<file path="config.mk">
export PLATFORM = sky130hd
export DESIGN_NAME = barret_pipe
export DESIGN_NICKNAME = d
export VERILOG_FILES = /design/src/rtl/barret_pkg.sv /design/src/rtl/barret_corr.sv /design/src/rtl/barret_pipe.sv
export SDC_FILE = /design/constraint.sdc
export NUM_CORES = 1
export LEC_CHECK = 0
export ABC_AREA = 1
export ABC_CLOCK_PERIOD_IN_PS = 16100
export CORE_ASPECT_RATIO = 0.9
export CORE_MARGIN = 8
export CORE_UTILIZATION = 65
export DETAILED_ROUTE_END_ITERATION = 7
export PLACE_DENSITY = 0.88
export SLEW_MARGIN = 20
export SYNTH_ARGS = -nofsm -noshare
export SYNTH_HDL_FRONTEND = slang
export SYNTH_SLANG_ARGS = --single-unit
</file>
<file path="constraint.sdc">
create_clock -name clk -period 16.1 [get_ports clk]
set_input_delay 4.83 -clock clk [delete_from_list [all_inputs] [get_ports clk]]
set_output_delay 4.83 -clock clk [all_outputs]
set_load 0.1 [all_outputs]
</file>
<file path="src/rtl/barret_pkg.sv">
// Shared constants and helpers for the pipelined Barrett reducer.
// Optional tag sideband is enabled by defining BARRETT_TAG_EN.
package barret_pkg;

    // Default moduli used across the Galois datapath
    localparam int Q_2417 = 2417;
    localparam int K_2417 = 12;
    localparam int Q_3329 = 3329;
    localparam int K_3329 = 12;

    // Width helpers for the default instance
    localparam int MU_W = K_2417 + 2;
    localparam int R_W  = K_2417 + 2;

    // Width of MU = floor(2^(2k)/q) when 2^(k-1) < q < 2^k
    function automatic int mu_width(input int k);
        return k + 2;
    endfunction

    // Width of the partially reduced remainder, which lies in [0, 4q)
    function automatic int r_width(input int k);
        return k + 2;
    endfunction

    // Barrett constant MU = floor(2^(2k)/q), evaluated at elaboration
    function automatic longint unsigned calc_mu(input longint unsigned q, input int k);
        return (64'd1 << (2 * k)) / q;
    endfunction

endpackage

</file>
<file path="src/rtl/barret_corr.sv">
// Final correction: up to three conditional subtractions of Q that bring
// a (K+2)-bit partial remainder in [0, 4Q) down to a K-bit value < Q.
module barret_corr
    import barret_pkg::*;
#(
    parameter int Q = 2417,
    parameter int K = 12
)(
    input  logic [K+1:0] r_in,
    output logic [K-1:0] r_out
);

    localparam logic [K+1:0] QR = (K+2)'(Q);

    logic [K+1:0] s1_s;
    logic [K+1:0] s2_s;

    // Three chained compare-and-subtract steps; the last step can only leave a value below Q
    always_comb begin
        s1_s  = (r_in >= QR) ? (r_in - QR) : r_in;
        s2_s  = (s1_s >= QR) ? (s1_s - QR) : s1_s;
        r_out = (s2_s >= QR) ? K'(s2_s - QR) : s2_s[K-1:0];
    end

endmodule

</file>
<file path="src/rtl/barret_pipe.sv">
// Three-stage pipelined Barrett reducer: dout_r = din_a mod Q, valid/ready
// on both sides, one result per cycle, bubbles collapse under back-pressure.
// Define BARRETT_TAG_EN to carry a TAG_W-bit tag alongside each operand.
module barret_pipe
    import barret_pkg::*;
#(
    parameter int Q     = 2417,
    parameter int K     = 12,
    parameter int TAG_W = 4
)(
    input  logic             clk,
    input  logic             rst_n,
    input  logic             din_valid,
    output logic             din_ready,
    input  logic [2*K-1:0]   din_a,
`ifdef BARRETT_TAG_EN
    input  logic [TAG_W-1:0] din_tag,
`endif
    output logic             dout_valid,
    input  logic             dout_ready,
    output logic [K-1:0]     dout_r
`ifdef BARRETT_TAG_EN
    ,
    output logic [TAG_W-1:0] dout_tag
`endif
);

    localparam int MUW = mu_width(K);
    localparam int RW  = r_width(K);
    localparam int PW  = 2 * K + 2;
    localparam logic [MUW-1:0] MU = MUW'(calc_mu(64'(Q), K));
    localparam logic [RW-1:0]  QR = RW'(Q);

    // Reject parameter sets for which the Barrett bounds do not hold
    if ((Q <= (1 << (K - 1))) || (Q >= (1 << K)) || (TAG_W < 1)) begin : g_bad_params
        $error("barret_pipe: require 2^(K-1) < Q < 2^K and TAG_W >= 1");
    end

    logic          ld1_s;
    logic          ld2_s;
    logic          ld3_s;
    logic [RW-1:0] t_s;
    logic [RW-1:0] tq_s;
    logic [RW-1:0] r0_s;
    logic [K-1:0]  corr_s;

    // Stage 1 keeps only t = p >> K and the low RW bits of x; the other bits
    // of p and x cannot affect r0 = (x - t*Q) mod 2^RW.
    logic          v1_r;
    logic          v2_r;
    logic [RW-1:0] t_r;
    logic [RW-1:0] x_r;
    logic [RW-1:0] r0_r;

    // Load enables ripple back from the output so a stall or bubble is seen in the same cycle
    always_comb begin
        ld3_s     = ~dout_valid | dout_ready;
        ld2_s     = ~v2_r | ld3_s;
        ld1_s     = ~v1_r | ld2_s;
        din_ready = ld1_s;
    end

    // Quotient estimate, Q multiple and raw remainder (all arithmetic mod 2^RW past stage 1)
    always_comb begin
        t_s  = RW'((PW'(din_a[2*K-1:K]) * PW'(MU)) >> K);
        tq_s = t_r * QR;
        r0_s = x_r - tq_s;
    end

    barret_corr #(
        .Q (Q),
        .K (K)
    ) u_corr (
        .r_in  (r0_r),
        .r_out (corr_s)
    );

    // Pipeline valid bits and data registers; data moves only with a valid operand
    always_ff @(posedge clk) begin
        if (!rst_n) begin
            v1_r       <= 1'b0;
            v2_r       <= 1'b0;
            dout_valid <= 1'b0;
            t_r        <= '0;
            x_r        <= '0;
            r0_r       <= '0;
            dout_r     <= '0;
        end else begin
            if (ld1_s) begin
                v1_r <= din_valid;
                if (din_valid) begin
                    t_r <= t_s;
                    x_r <= din_a[RW-1:0];
                end
            end
            if (ld2_s) begin
                v2_r <= v1_r;
                if (v1_r) begin
                    r0_r <= r0_s;
                end
            end
            if (ld3_s) begin
                dout_valid <= v2_r;
                if (v2_r) begin
                    dout_r <= corr_s;
                end
            end
        end
    end

`ifdef BARRETT_TAG_EN
    logic [TAG_W-1:0] tag1_r;
    logic [TAG_W-1:0] tag2_r;

    // Tag registers advance with the same enables as the data they describe
    always_ff @(posedge clk) begin
        if (!rst_n) begin
            tag1_r   <= '0;
            tag2_r   <= '0;
            dout_tag <= '0;
        end else begin
            if (ld1_s && din_valid) begin
                tag1_r <= din_tag;
            end
            if (ld2_s && v1_r) begin
                tag2_r <= tag1_r;
            end
            if (ld3_s && v2_r) begin
                dout_tag <= tag2_r;
            end
        end
    end
`endif

endmodule
</file>
# After elaboration in Yosys (flattened, before gate mapping)
# Index checks and enable logic that the tools add are counted.
# word_totals
reg_bits,56
inputBits,28
out_inout_bits,14
word_cells,28
# classes
add_sub_neg,4
multipliers,2
n_lt_le_gt_ge,3
mux,3
bitwise_logic,6
reduce_logical,3
# op_table
op,count
$ge A14 B12 Y1 const B,3
$mux W14,2
$sub A14 B12 Y14 const B,2
$mul A12 B13 Y25 const B,1
$mul A13 B12 Y14 const B,1
$sub A14 B14 Y14,1
$mux W12,1
$sub A12 B12 Y12 const B,1
$reduce_and A2 Y1,3
$not A1 Y1,3
$or A1 B1 Y1,3

# Longest topological paths before layout
# Gate-level depths: netlist of run 1.
# logic_depth
ltp_word,6
depth_mapped,30
mapped_depth_nobuf,28

# Modules after synthesis
# From an unflattened synthesis of run 1, not the netlist that was laid out.
# hier_totals
hier_cells,1354
hier_area_um2,9387.8
# by_module_without_submodules
mod,instances,cells_each,area_per_inst_um2,seq_area_each_um2
barret_pipe,1,959,7460.9,1121.1
barret_corr,1,395,1926.8,0.0

# Least setup slack after synthesis of run 1
# OpenSTA, ideal clock, no wires.
# synth_timing
kind,in2out
from,in dout_ready
to,out din_ready
arrival_time_ns,5.672
required_time_ns,11.270
slack_ns,5.598
cell_stages,4
n_path_buf,0
cell_sequence,inv_1 nand2_1 nor2_1 nand2_1
# synth_between
elab_chain_len,3
# synth_lines
element,line,source
start: declaration,barret_pipe.sv:20,"input logic dout_ready,"
$or A1 B1 Y1,barret_pipe.sv:57,ld3_s = ~dout_valid | dout_ready;
$or A1 B1 Y1,barret_pipe.sv:58,ld2_s = ~v2_r | ld3_s;
$or A1 B1 Y1,barret_pipe.sv:59,ld1_s = ~v1_r | ld2_s;
end: declaration,barret_pipe.sv:14,"output logic din_ready,"
# No other way between the ends.

# Worst setup path after layout of run 1
# Ends and elaborated chain as after synthesis.

==> flow_summary.toml, run 1 <==
[clock_network]
cts_buffers = 5
cts-resized-gates = 0
cts_sinks = 56
hold_buffers = 0
clockBufferDepth = 2
cts.clk_slew.worst_paths_ps = 80
clkLatencyLatePin_ps = 310
cts_tree = "yes"
htreeDepth = 2
clock-root-buffer = "clkbuf_16"
post_cts_buffers = 0

[sta]
slew_headroom_pct = 29.28
fin_crit_sh_pct = 71.71
setup_viol = 0
rsz0062_at_grt = "no"
hold_viol_final = 0
worst_pin_slew_ps = 1054
tns_ps = 0
min_period_ps = 11550
skew_ps = 8.034
drv_slew = 0
clock.fmax_mhz = 86.61

[drt]
wl_met3_um = 945
met2_wirelength_um = 9922
routedWlPerCell_um = 14.76
postRouteAntennaNets = 0
via_per_inst = 5.481
wl_met1_um = 8701
drc = 0
dr.pass1.iters = 5
first_iter_violations = 627
via_count = 7548
drt-total-wl_um = 20320
dr.max_layer_used = "met4"

[finish]
layout.nets = 1457
mostFrequentLayoutCells = "247 x inv_1, 215 x nand2_1, 144 x ha_1"
drive_gt1_share_pct = 5.707
diodes = 0
syn_to_final_growth_pct = 7.399
layout_commonest_cell = "inv_1"

[worst_setup_path]
crit_path_start = "dout_ready"
crit_family = "buffers and inverters"
rr_startpoint = "r0_r[0]"
crit_required_ps = 11270
critPathBufInv = 3
crit_slowest_cell = "clkdlybuf4s50_1"
critical_path.cell_chain = "clkdlybuf4s50_1, inv_1, nand2_1, nor2_1, nand2_1, clkdlybuf4s50_1"
path_class = "in2out"
cp_max_fo = 3
end_kind = "output port"
arrival_ps = 6720
slowest_delay_ps = 1160
worstSetupStartpointType = "input port"

[global_routing]
grt_usage_pct = 23.49
grt_overflow = 0
grt_pass1_wl_um = 34760
grt_pass1_vias = 7560
antenna_found_initial = 0
grt_max_degree = 35

[min_path]
hold_path_class = "reg2reg"
hold_path_startpoint = "x_r[9]"

[synthesis]
ys_ff_latch = 56
synthDistinctLibCells = 41
syn-cell-area_um2 = 8793
synth_nets = 1432
postSynthAreaPerCell_um2 = 7.433
yosysSeqAreaShare_pct = 12.75
synth_warnings = 0
syn_inst = 1183

[placement]
portBuffers = 41
post-dp-hpwl_um = 16830
gp_congestion = 0.9242

[floorplan]
initial_utilization_pct = 66.30
dieArea_um2 = 17510
dieHeight_um = 126.3
num_rows = 40
die_w_um = 138.6
fp.coreArea_um2 = 13260
io_pins = 42

[outcome]
run_status = "completed"

[job]
maxCapViolations = 0
worst register-to-register path: cells and delay by family, from the launching register on:
kind / cells / cell delay [ps]
AND/OR/NAND/NOR: 18 / 2830
flip-flops: 1 / 380
buffers and inverters: 2 / 150
adder cells (fa/ha/maj): 3 / 710
AO/OA/AOI/OAI: 2 / 370
sequential cells by signal (all words and copies together), names as in the netlist:
name        cells
dout_r         12
dout_valid      1
r0_r           14
t_r            13
v1_r            1
v2_r            1
x_r            14
layout make-up:
| type | instances | area [µm²] |
|---|---|---|
| multi-input cells | 843 | 6543 |
| repair buffers | 42 | 417.9 |
| clock inverters | 3 | 50.05 |
| flip-flops and latches | 56 | 1121 |
| clock buffers | 5 | 125.1 |
| fillers | 1006 | 3819 |
| inverters | 260 | 977.2 |
| well taps | 168 | 210.2 |
synthesized netlist by cell type (all sizes together):
| cell | count | area share, % |
|---|---|---|
| inv | 256 | 11 |
| a21boi | 1 | 0.085 |
| clkbuf | 13 | 0.55 |
| a21oi | 73 | 4.4 |
| dfxtp | 56 | 13 |
| nor2 | 78 | 3.9 |
| nand4 | 20 | 1.4 |
| o211ai | 4 | 0.34 |
| xnor2 | 14 | 1.4 |
| buf | 11 | 1.2 |
| nand3 | 81 | 5.0 |
| a211oi | 3 | 0.26 |
| nor3 | 2 | 0.11 |
| o31ai | 1 | 0.085 |
| nand3b | 2 | 0.17 |
| o21ai | 50 | 2.9 |
| o221ai | 1 | 0.10 |
| clkinv | 4 | 0.18 |
| nand2 | 243 | 12 |
| xor2 | 40 | 4.0 |
| fa | 77 | 18 |
| o21bai | 2 | 0.17 |
| a31oi | 5 | 0.36 |
| or2 | 2 | 0.14 |
| ha | 144 | 20 |
metal layers:
layer  GRT usage (%)  vias to the layer above
li1                -                     3749
met3           3.581                       57
met2           41.16                      220
met5               0                        -
met4           10.22                        0
met1           28.09                     3522
per-stage QoR:
step | util [%] | instance area, µm² | setup slack [ps] | hold slack, ps | std cells
detailed placement | 69.89 | 9269 | 4551 | 457.5 | 1369
finish | 71.21 | 9444 | 4554 | 470.0 | 1377
CTS | 71.21 | 9444 | 4550 | 469.6 | 1377
floorplan | - | 8793 | 5598 | 433.1 | 1183
global route | 71.21 | 9444 | 4463 | 482.1 | 1377
global placement | 69.89 | 9269 | 4582 | 450.5 | 1369
path summary, 6_finish.rpt:
check	to	slack, ps	cells after the start
max reg2reg	dout_r[6]	11530	25
min reg2reg	x_r[9]	470	2
max	din_ready	4550	6
min	x_r[9]	470	2
kinds of logic (layout without fill, tap and decap cells):
group | Yosys count | after routing | synth area share [%]
buffers and inverters | 284 | 310 | 12.85
flip-flops | 56 | 56 | 12.75
AND/OR/NAND/NOR | 428 | 428 | 22.31
adder cells (fa/ha/maj) | 221 | 221 | 38.02
XOR/XNOR | 54 | 54 | 5.379
AO/OA/AOI/OAI | 140 | 140 | 8.694
Power of run 1 is left out: the tool's default activity adds up to more than one toggle a clock period on the data nets, which glitch-free logic cannot reach.
==> run 2, diff against run 1 <==
- ABC_CLOCK_PERIOD_IN_PS: 16100 -> 10610
- CORE_UTILIZATION: 65 -> 57
- PLACE_DENSITY: 0.88 -> 0.82
- clock period: 16.1 -> 10.61 ns (I/O delays scaled with it)
==> run 2 against run 1 <==
Net effect: register-to-register slack worse by 5400 ps; via count down 3.0%; worst hold slack lost 4.2 ps; largest cell class unchanged.
==> flow_summary.toml, run 2 (synthesized netlist as in run 1, its figures left out) <==
[outcome]
run_status = "completed"

[sta]
worst_pin_slew_ps = 1038
fin_crit_sh_pct = 79.49
setup_viol = 0
min_period_ps = 8434
slew_headroom_pct = 30.40
tns_ps = 0
drv_slew = 0
skew_ps = 4.799
clock.fmax_mhz = 118.6
hold_viol_final = 0
worst_hold_slack_ps = 465.7
rsz0062_at_grt = "no"

[clock_network]
cts.clk_slew.worst_paths_ps = 80
clock-root-buffer = "clkbuf_16"
hold_buffers = 0
clockBufferDepth = 2
post_cts_buffers = 0
htreeDepth = 2
cts_buffers = 5
cts_tree = "yes"
clkLatencyLatePin_ps = 310
cts-resized-gates = 0
cts_sinks = 56

[worst_setup_path]
path_class = "in2reg"
end_kind = "flip-flop"
reg2regPathDepth = 20
worstSetupStartpointType = "input port"
crit_required_ps = 10820
cp_max_fo = 5
arrival_ps = 8650

[floorplan]
dieArea_um2 = 19660
initial_utilization_pct = 57.55
dieHeight_um = 133.8
num_rows = 43
fp.coreArea_um2 = 15280
die_w_um = 146.9
io_pins = 42

[drt]
dr.pass1.iters = 5
routedWlPerCell_um = 13.68
drt-total-wl_um = 19300
drc = 0
via_count = 7322
via_per_inst = 5.189
first_iter_violations = 512
postRouteAntennaNets = 0

[placement]
gp_congestion = 0.9286
post-dp-hpwl_um = 16150
portBuffers = 41

[global_routing]
global_route.usage.met1_pct = 26.57
grt_max_degree = 35
busiest_layer = "met2"
antenna_found_initial = 0
grt_overflow = 0
grt_pass1_vias = 7125
grt_usage_pct = 20.43
grt_pass1_wl_um = 33420
grt.met2_usage_pct = 34.73
grt_use_met3_pct = 2.997

[finish]
reg_top3 = "r0_r (14), x_r (14), t_r (13)"
layout.nets = 1457
mostFrequentLayoutCells = "247 x inv_1, 215 x nand2_1, 144 x ha_1"
syn_to_final_growth_pct = 7.570
nFillCells = 1361
diodes = 0
layout_commonest_cell = "inv_1"
drive_gt1_share_pct = 5.707

[min_path]
hold_path_depth = 2
hold_path_class = "reg2reg"

[job]
maxCapViolations = 0
run 2: cell count changes in the layout (fill, tap and decap cells not counted), sizes merged:
cell,before,now
clkinv,4,6
bufinv,1,0
inv,258,257
run 2: layout make-up:
type | count | area (µm²) | share of cell area (%)
multi-input combinational | 843 | 6543 | 69.17
clock buffer | 5 | 125.1 | 1.323
clock inverter | 3 | 22.52 | 0.2381
sequential | 56 | 1121 | 11.85
inverter | 260 | 977.2 | 10.33
timing repair buffer | 42 | 417.9 | 4.418
tap | 202 | 252.7 | 2.672
run 2: final timing paths:
check,slack (ps),end,from
worst max register to register,6080,r0_r[12],x_r[3]
worst min register to register,470,x_r[9],x_r[9]
worst max-delay path,2180,t_r[12],din_a[20]
worst min-delay path,470,x_r[9],x_r[9]
run 2: worst max-delay path, cell delays in order:
cell and delay (ps):
clkdlybuf4s50_1 640, fa_1 470, ha_1 280, inv_1 50, fa_1 520, inv_1 50, fa_1 530, inv_1 60
fa_1 530, inv_1 40, ha_1 310, nand4_1 100, o221ai_1 220, nand3_1 120, nand2_1 110, nand2_1 60
nand2_1 80, a21oi_1 110, o21bai_1 230, nand3_1 120, o21ai_0 400, nand2_1 130, nand3b_1 110, nand3_1 70
nand2_1 90, inv_1 30
run 2: layer usage:
metal  part of all wire [%]  vias to the layer above
li1                       -                     3754
met1                     45                     3386
met2                     48                      155
met3                    4.7                       27
met4                    1.8                        0
met5                      0                        -
run 2: metrics by stage:
stage                     utilization (%)  setup WS, ps  cell area (µm²)  instances
after floorplan                         -          2952             8793       1183
after global placement              60.94          2000             9311       1403
after detailed placement            60.94          1886             9311       1403
after CTS                           61.91          2209             9459       1411
after global routing                61.91          1692             9459       1411
final                               61.91          2176             9459       1411
Power of run 2 is left out for the same reason.
